==> src/rtl/ex_muldiv_unit_pkg.sv <==
// Shared definitions for the EX-stage HI/LO multiply/divide unit:
// FUNCT codes for the OP_SPECIAL HI/LO ops and the FSM state encoding.
package ex_muldiv_unit_pkg;

  localparam logic [5:0] FUNCT_MFHI  = 6'b010000;
  localparam logic [5:0] FUNCT_MTHI  = 6'b010001;
  localparam logic [5:0] FUNCT_MFLO  = 6'b010010;
  localparam logic [5:0] FUNCT_MTLO  = 6'b010011;
  localparam logic [5:0] FUNCT_MULT  = 6'b011000;
  localparam logic [5:0] FUNCT_MULTU = 6'b011001;
  localparam logic [5:0] FUNCT_DIV   = 6'b011010;
  localparam logic [5:0] FUNCT_DIVU  = 6'b011011;

  typedef enum logic {
    MULDIV_STATE_IDLE = 1'b0,
    MULDIV_STATE_RUN  = 1'b1
  } muldiv_state_e;

  function automatic int muldiv_iter_w(input int dw);
    return $clog2(dw);
  endfunction

endpackage

==> src/rtl/muldiv_iter_core.sv <==
// Iterative datapath: shift-add multiply or restoring divide,
// one step per enable, on a 64-bit {hi/rem, lo/quot} register pair.
module muldiv_iter_core #(
  parameter int DW = 32
) (
  input  logic          clk,
  input  logic          rst,
  input  logic          load,
  input  logic          step,
  input  logic          is_div,
  input  logic [DW-1:0] a_mag,
  input  logic [DW-1:0] b_mag,
  output logic [2*DW-1:0] acc_nxt
);

  logic [2*DW-1:0] acc_q, acc_d;
  logic [DW-1:0]   opb_q, opb_d;
  logic            div_q, div_d;

  logic [DW-1:0] hi_c, lo_c;
  logic [DW:0]   sum_c, rem_sh_c, diff_c;
  logic          ge_c;

  always_comb begin
    hi_c     = acc_q[2*DW-1:DW];
    lo_c     = acc_q[DW-1:0];
    sum_c    = {1'b0, hi_c} + (lo_c[0] ? {1'b0, opb_q} : '0);
    rem_sh_c = {hi_c, lo_c[DW-1]};
    diff_c   = rem_sh_c - {1'b0, opb_q};
    ge_c     = rem_sh_c >= {1'b0, opb_q};
    // multiply shifts right through the pair, divide shifts left
    if (div_q)
      acc_nxt = {ge_c ? diff_c[DW-1:0] : rem_sh_c[DW-1:0],
                 lo_c[DW-2:0], ge_c};
    else
      acc_nxt = {sum_c, lo_c[DW-1:1]};
  end

  always_comb begin
    acc_d = acc_q;
    opb_d = opb_q;
    div_d = div_q;
    if (load) begin
      acc_d = {{DW{1'b0}}, is_div ? a_mag : b_mag};
      opb_d = is_div ? b_mag : a_mag;
      div_d = is_div;
    end else if (step) begin
      acc_d = acc_nxt;
    end
  end

  always_ff @(posedge clk) begin
    if (rst) begin
      acc_q <= '0;
      opb_q <= '0;
      div_q <= 1'b0;
    end else begin
      acc_q <= acc_d;
      opb_q <= opb_d;
      div_q <= div_d;
    end
  end

endmodule

==> src/rtl/ex_muldiv_unit.sv <==
// EX-stage HI/LO unit: owns HI/LO, runs 32-step multiply/divide.
// Build option MULDIV_FAST_MULT_EN: single-cycle MULT/MULTU.
module ex_muldiv_unit
  import ex_muldiv_unit_pkg::*;
#(
  parameter int DATA_WIDTH = 32
) (
  input  logic                  clk,
  input  logic                  rst,
  input  logic                  flush,
  input  logic                  start,
  input  logic [5:0]            funct,
  input  logic [DATA_WIDTH-1:0] operand_a,
  input  logic [DATA_WIDTH-1:0] operand_b,
  output logic                  stall_req,
  output logic [DATA_WIDTH-1:0] hi,
  output logic [DATA_WIDTH-1:0] lo
);

  localparam int DW = DATA_WIDTH;
  localparam int IW = muldiv_iter_w(DATA_WIDTH);
  localparam logic [IW-1:0] LAST = IW'(DATA_WIDTH - 1);

  muldiv_state_e state_q, state_d;
  logic [IW-1:0] cnt_q, cnt_d;
  logic [DW-1:0] hi_q, hi_d, lo_q, lo_d;
  logic          neg_res_q, neg_res_d;
  logic          neg_rem_q, neg_rem_d;
  logic          div_q, div_d;

  logic          is_mul, is_div, sgn, a_neg, b_neg;
  logic [DW-1:0] a_mag, b_mag;
  logic          load, step, stall_c;
  logic [2*DW-1:0] acc_nxt, prod_fix;
  logic [DW-1:0]   quo_fix, rem_fix;

  always_comb begin
    is_mul = (funct == FUNCT_MULT) || (funct == FUNCT_MULTU);
    is_div = (funct == FUNCT_DIV) || (funct == FUNCT_DIVU);
    sgn    = (funct == FUNCT_MULT) || (funct == FUNCT_DIV);
    a_neg  = sgn && operand_a[DW-1];
    b_neg  = sgn && operand_b[DW-1];
    a_mag  = a_neg ? -operand_a : operand_a;
    b_mag  = b_neg ? -operand_b : operand_b;
  end

  always_comb begin
    prod_fix = neg_res_q ? -acc_nxt : acc_nxt;
    quo_fix  = neg_res_q ? -acc_nxt[DW-1:0] : acc_nxt[DW-1:0];
    rem_fix  = neg_rem_q ? -acc_nxt[2*DW-1:DW]
                         : acc_nxt[2*DW-1:DW];
  end

  muldiv_iter_core #(.DW(DW)) u_core (
    .clk     (clk),
    .rst     (rst),
    .load    (load),
    .step    (step),
    .is_div  (is_div),
    .a_mag   (a_mag),
    .b_mag   (b_mag),
    .acc_nxt (acc_nxt)
  );

  always_comb begin
    state_d   = state_q;
    cnt_d     = cnt_q;
    hi_d      = hi_q;
    lo_d      = lo_q;
    neg_res_d = neg_res_q;
    neg_rem_d = neg_rem_q;
    div_d     = div_q;
    load      = 1'b0;
    step      = 1'b0;
    stall_c   = 1'b0;
    if (flush) begin
      state_d = MULDIV_STATE_IDLE;
      cnt_d   = '0;
    end else if (state_q == MULDIV_STATE_IDLE) begin
      if (start) begin
        if (is_div && operand_b == '0) begin
          lo_d = '1;
          hi_d = operand_a;
        end else if (is_div || is_mul) begin
`ifdef MULDIV_FAST_MULT_EN
          if (is_mul) begin
            {hi_d, lo_d} = (a_neg ^ b_neg)
              ? -({{DW{1'b0}}, a_mag} * {{DW{1'b0}}, b_mag})
              : ({{DW{1'b0}}, a_mag} * {{DW{1'b0}}, b_mag});
          end else begin
            load    = 1'b1;
            stall_c = 1'b1;
            state_d = MULDIV_STATE_RUN;
          end
`else
          load    = 1'b1;
          stall_c = 1'b1;
          state_d = MULDIV_STATE_RUN;
`endif
          cnt_d     = '0;
          neg_res_d = a_neg ^ b_neg;
          neg_rem_d = a_neg;
          div_d     = is_div;
        end else if (funct == FUNCT_MTHI) begin
          hi_d = operand_a;
        end else if (funct == FUNCT_MTLO) begin
          lo_d = operand_a;
        end
      end
    end else begin
      step  = 1'b1;
      cnt_d = cnt_q + 1'b1;
      if (cnt_q == LAST) begin
        state_d = MULDIV_STATE_IDLE;
        cnt_d   = '0;
        if (div_q) begin
          lo_d = quo_fix;
          hi_d = rem_fix;
        end else begin
          {hi_d, lo_d} = prod_fix;
        end
      end else begin
        stall_c = 1'b1;
      end
    end
  end

  assign stall_req = stall_c && !rst;
  assign hi        = hi_q;
  assign lo        = lo_q;

  always_ff @(posedge clk) begin
    if (rst) begin
      state_q   <= MULDIV_STATE_IDLE;
      cnt_q     <= '0;
      hi_q      <= '0;
      lo_q      <= '0;
      neg_res_q <= 1'b0;
      neg_rem_q <= 1'b0;
      div_q     <= 1'b0;
    end else begin
      state_q   <= state_d;
      cnt_q     <= cnt_d;
      hi_q      <= hi_d;
      lo_q      <= lo_d;
      neg_res_q <= neg_res_d;
      neg_rem_q <= neg_rem_d;
      div_q     <= div_d;
    end
  end

endmodule

==> config.mk <==
export PLATFORM = sky130hd
export DESIGN_NAME = ex_muldiv_unit
export DESIGN_NICKNAME = d
export VERILOG_FILES = /design/src/rtl/ex_muldiv_unit_pkg.sv /design/src/rtl/muldiv_iter_core.sv /design/src/rtl/ex_muldiv_unit.sv
export SDC_FILE = /design/constraint.sdc
export NUM_CORES = 1
export LEC_CHECK = 0
export BUFFER_PORTS_ARGS = -buffer_cell sky130_fd_sc_hd__buf_4
export CAP_MARGIN = 30
export CORE_MARGIN = 10
export CORE_UTILIZATION = 45
export CTS_CLUSTER_SIZE = 40
export DETAILED_ROUTE_END_ITERATION = 16
export HOLD_SLACK_MARGIN = 0.15
export PLACE_DENSITY = 0.7
export SETUP_SLACK_MARGIN = 0.15
export SYNTH_ARGS = -nofsm -noshare
export SYNTH_HDL_FRONTEND = slang
export SYNTH_SLANG_ARGS = --single-unit
==> constraint.sdc <==
create_clock -name clk -period 8 [get_ports clk]
set_input_delay 0.4 -clock clk [delete_from_list [all_inputs] [get_ports clk]]
set_output_delay 0.4 -clock clk [all_outputs]
set_load 0.05 [all_outputs]
==> results.py <==
metrics = {
    "logic_synthesis": {
        "syn_nets": 2377,
        "yosys_warnings": 0,
        "synthCells": 2231,
        "synth_edf_count": 0,
        "ys.flop_type": "dfxtp_1",
        "postSynthAreaPerCell_um2": 7.11,
        "synthArstFlopShare": 0,
        "ys_seq_elements": 170,
        "seq_area_frac_synth": 0.215,
        "syn_area_um2": 15900,
        "yosysUniqueCellTypes": 102,
    },
    "sta": {
        "rsz0062_at_grt": "no",
        "finalHoldViolCount": 0,
        "final-setup-viol-count": 0,
        "fin_crit_ns": 5.79,
        "tightestPinTransition_ns": 0.947,
        "relSlewSlack": 0.364,
        "setup_tns_ns": 0,
        "finalCritPeriodShare": 0.724,
        "slew_viol_final": 0,
        "clock_skew_ns": 0.0145,
        "fmax_mhz": 173,
    },
    "clocking": {
        "cts_buffers": 17,
        "h-tree-depth": 4,
        "cts_tree": "yes",
        "root_buffer": "clkbuf_16",
        "ctsHoldBuffers": 0,
        "clkTransAtPathRegs_ns": 0.08,
        "cts_sinks": 170,
        "cts_setup_buffers": 0,
        "ctsResizeCount": 0,
        "clock_path_buffers": 2,
        "clk_latency_ns": 0.47,
    },
    "run_status": {
        "outcome": "finished clean",
    },
    "finish": {
        "layout-drive-gt1-share": 0.119,
        "area_growth_pct": 11.9,
        "diodes": 0,
        "utilization": 0.512,
        "final_nets": 2427,
        "fillCellCount": 3473,
    },
    "critical_path": {
        "cp_max_fo": 10,
        "end_kind": "flop",
        "path_class": "reg2reg",
        "crit_path_start_kind": "flop",
        "arrival_ns": 6.10,
        "required_ns": 8.31,
        "ff2ff_path_depth": 19,
    },
    "placement": {
        "gp_congestion": 1.01,
        "post-dp-hpwl_um": 52400,
        "port_buffers": 138,
    },
    "job": {
        "max_cap_violations": 0,
    },
    "min_path": {
        "hp-class": "in2reg",
        "holdPathStages": 2,
    },
    "global_routing": {
        "antenna_found_initial": 1,
        "grt_use_total": 0.299,
        "grt_pass1_vias": 16637,
        "overflow": 0,
        "grt_first_pass_wirelength_um": 102000,
        "grt_max_degree": 77,
    },
    "routing": {
        "ant_nets": 0,
        "drc": 0,
        "vias": 17714,
        "via_per_inst": 6.44,
        "wl_per_cell_um": 24.6,
        "drt-initial-drc-count": 2004,
        "drtPass1Iterations": 6,
        "routed_wl_um": 67700,
    },
    "floorplan": {
        "die-area_um2": 43100,
        "start_util": 0.458,
        "core_um2": 34600,
        "die_h_um": 208,
        "rows": 68,
        "ios": 139,
        "die_x_um": 208,
    },
    "power_and_ir_drop": {
        "ir_drop_mv": 0.160,
        "p_leak_nw": 6.88,
        "pwr_density_cell_nw_per_um2": 118,
    },
}
cells in the mapped netlist (all sizes together), types with 19 or more instances:
cell    instances  area share
xnor2          73       0.040
nand2         278       0.066
a211oi         75       0.036
o31ai          40       0.021
nor3           74       0.024
nand3          54       0.018
or3            19      0.0075
nor2          276       0.065
mux2i          37       0.024
dfxtp         170        0.21
a311oi         20       0.012
and2           44       0.017
inv            66       0.016
ha             70       0.055
a21o           23       0.011
nand4          26       0.010
xor2           78       0.043
o21ai          93       0.031
o211ai         48       0.023
a31oi          20      0.0083
buf            26      0.0085
clkbuf        112       0.027
a21oi         229       0.074
where the power goes:
| group | switching, W | total, W | internal (W) |
|---|---|---|---|
| registers | 0.00000609 | 0.000858 | 0.000851 |
| clock network | 0.000409 | 0.000842 | 0.000434 |
| logic | 0.000267 | 0.000396 | 0.000129 |
path summary, 6_finish.rpt:
check / to / start / slack (ns)
worst max-delay path: hi[30] / u_core.opb_q[18] / 2.21
worst min-delay path: cnt_q[3] / flush / 0.24
worst max register to register: hi[30] / u_core.opb_q[18] / 2.21
worst min register to register: u_core.opb_q[23] / u_core.opb_q[23] / 0.46
worst max-delay path, stage by stage (launching register included):
cell	delay (ns)
dfxtp_1	0.36
inv_1	0.05
ha_1	0.41
a21oi_1	0.26
o21ai_0	0.19
a21oi_1	0.43
and3_4	0.31
a21oi_2	0.15
a21oi_1	0.28
ha_1	0.24
o211ai_1	0.19
or3_1	0.53
or3_1	0.45
nor2b_1	0.25
nor2_1	0.19
nor2_1	0.49
inv_1	0.14
o41ai_1	0.45
xor2_1	0.18
a21oi_1	0.09
metal layers:
metal / part of all wire / GRT usage
met1: 0.39 / 0.359
met3: 0.084 / 0.0529
met2: 0.47 / 0.500
met5: 0.00021 / 0
met4: 0.056 / 0.156
cell usage in the layout (no fill, tap or decap), types with 70 or more instances in the layout:
cell type	Yosys	final
a211oi_1	73	73
a21oi_1	223	223
buf_4	0	166
dfxtp_1	170	168
ha_1	70	70
nand2_1	277	275
nor2_1	276	273
nor3_1	73	72
o21ai_0	86	86
xnor2_1	73	73
xor2_1	78	78
cells by family after synthesis:
family	after synthesis	share of synthesized area
and+or+nand+nor	885	0.261
DFF	170	0.215
muxes	51	0.0338
AOI/OAI and AO/OA	698	0.299
xor gates and xnor gates	151	0.0834
buffers and inverters	204	0.0507
adders and majority gates	72	0.0578
layout make-up:
class | instances | area (um^2) | share of cell area
well taps | 455 | 569 | 0.0321
multi-input cells | 1857 | 11700 | 0.659
clock buffers | 20 | 468 | 0.0264
clock inverters | 12 | 104 | 0.00585
flip-flops and latches | 170 | 3410 | 0.192
repair buffers | 169 | 1260 | 0.0711
inverters | 66 | 248 | 0.0140
stage by stage:
stage	cells	total power [W]	worst slack, ns	hold slack, ns	instance area [um^2]
final	2749	0.00210	2.21	0.244	17700
after global routing	2749	0.00216	1.84	0.252	17700
after CTS	2748	0.00209	2.40	0.231	17700
after detailed placement	2716	0.00126	2.45	0.455	17200
after global placement	2714	0.00126	2.67	0.442	17200
after floorplan	2231	0.00111	3.45	0.440	15900
state kept, by name (all words and copies together), names as in the netlist:
name / flops
div_q: 1
lo: 32
u_core.div_q: 1
neg_rem_q: 1
cnt_q: 5
state_q: 1
u_core.acc_q: 64
neg_res_q: 1
hi: 32
u_core.opb_q: 32
(Power assumes the default switching activity.)
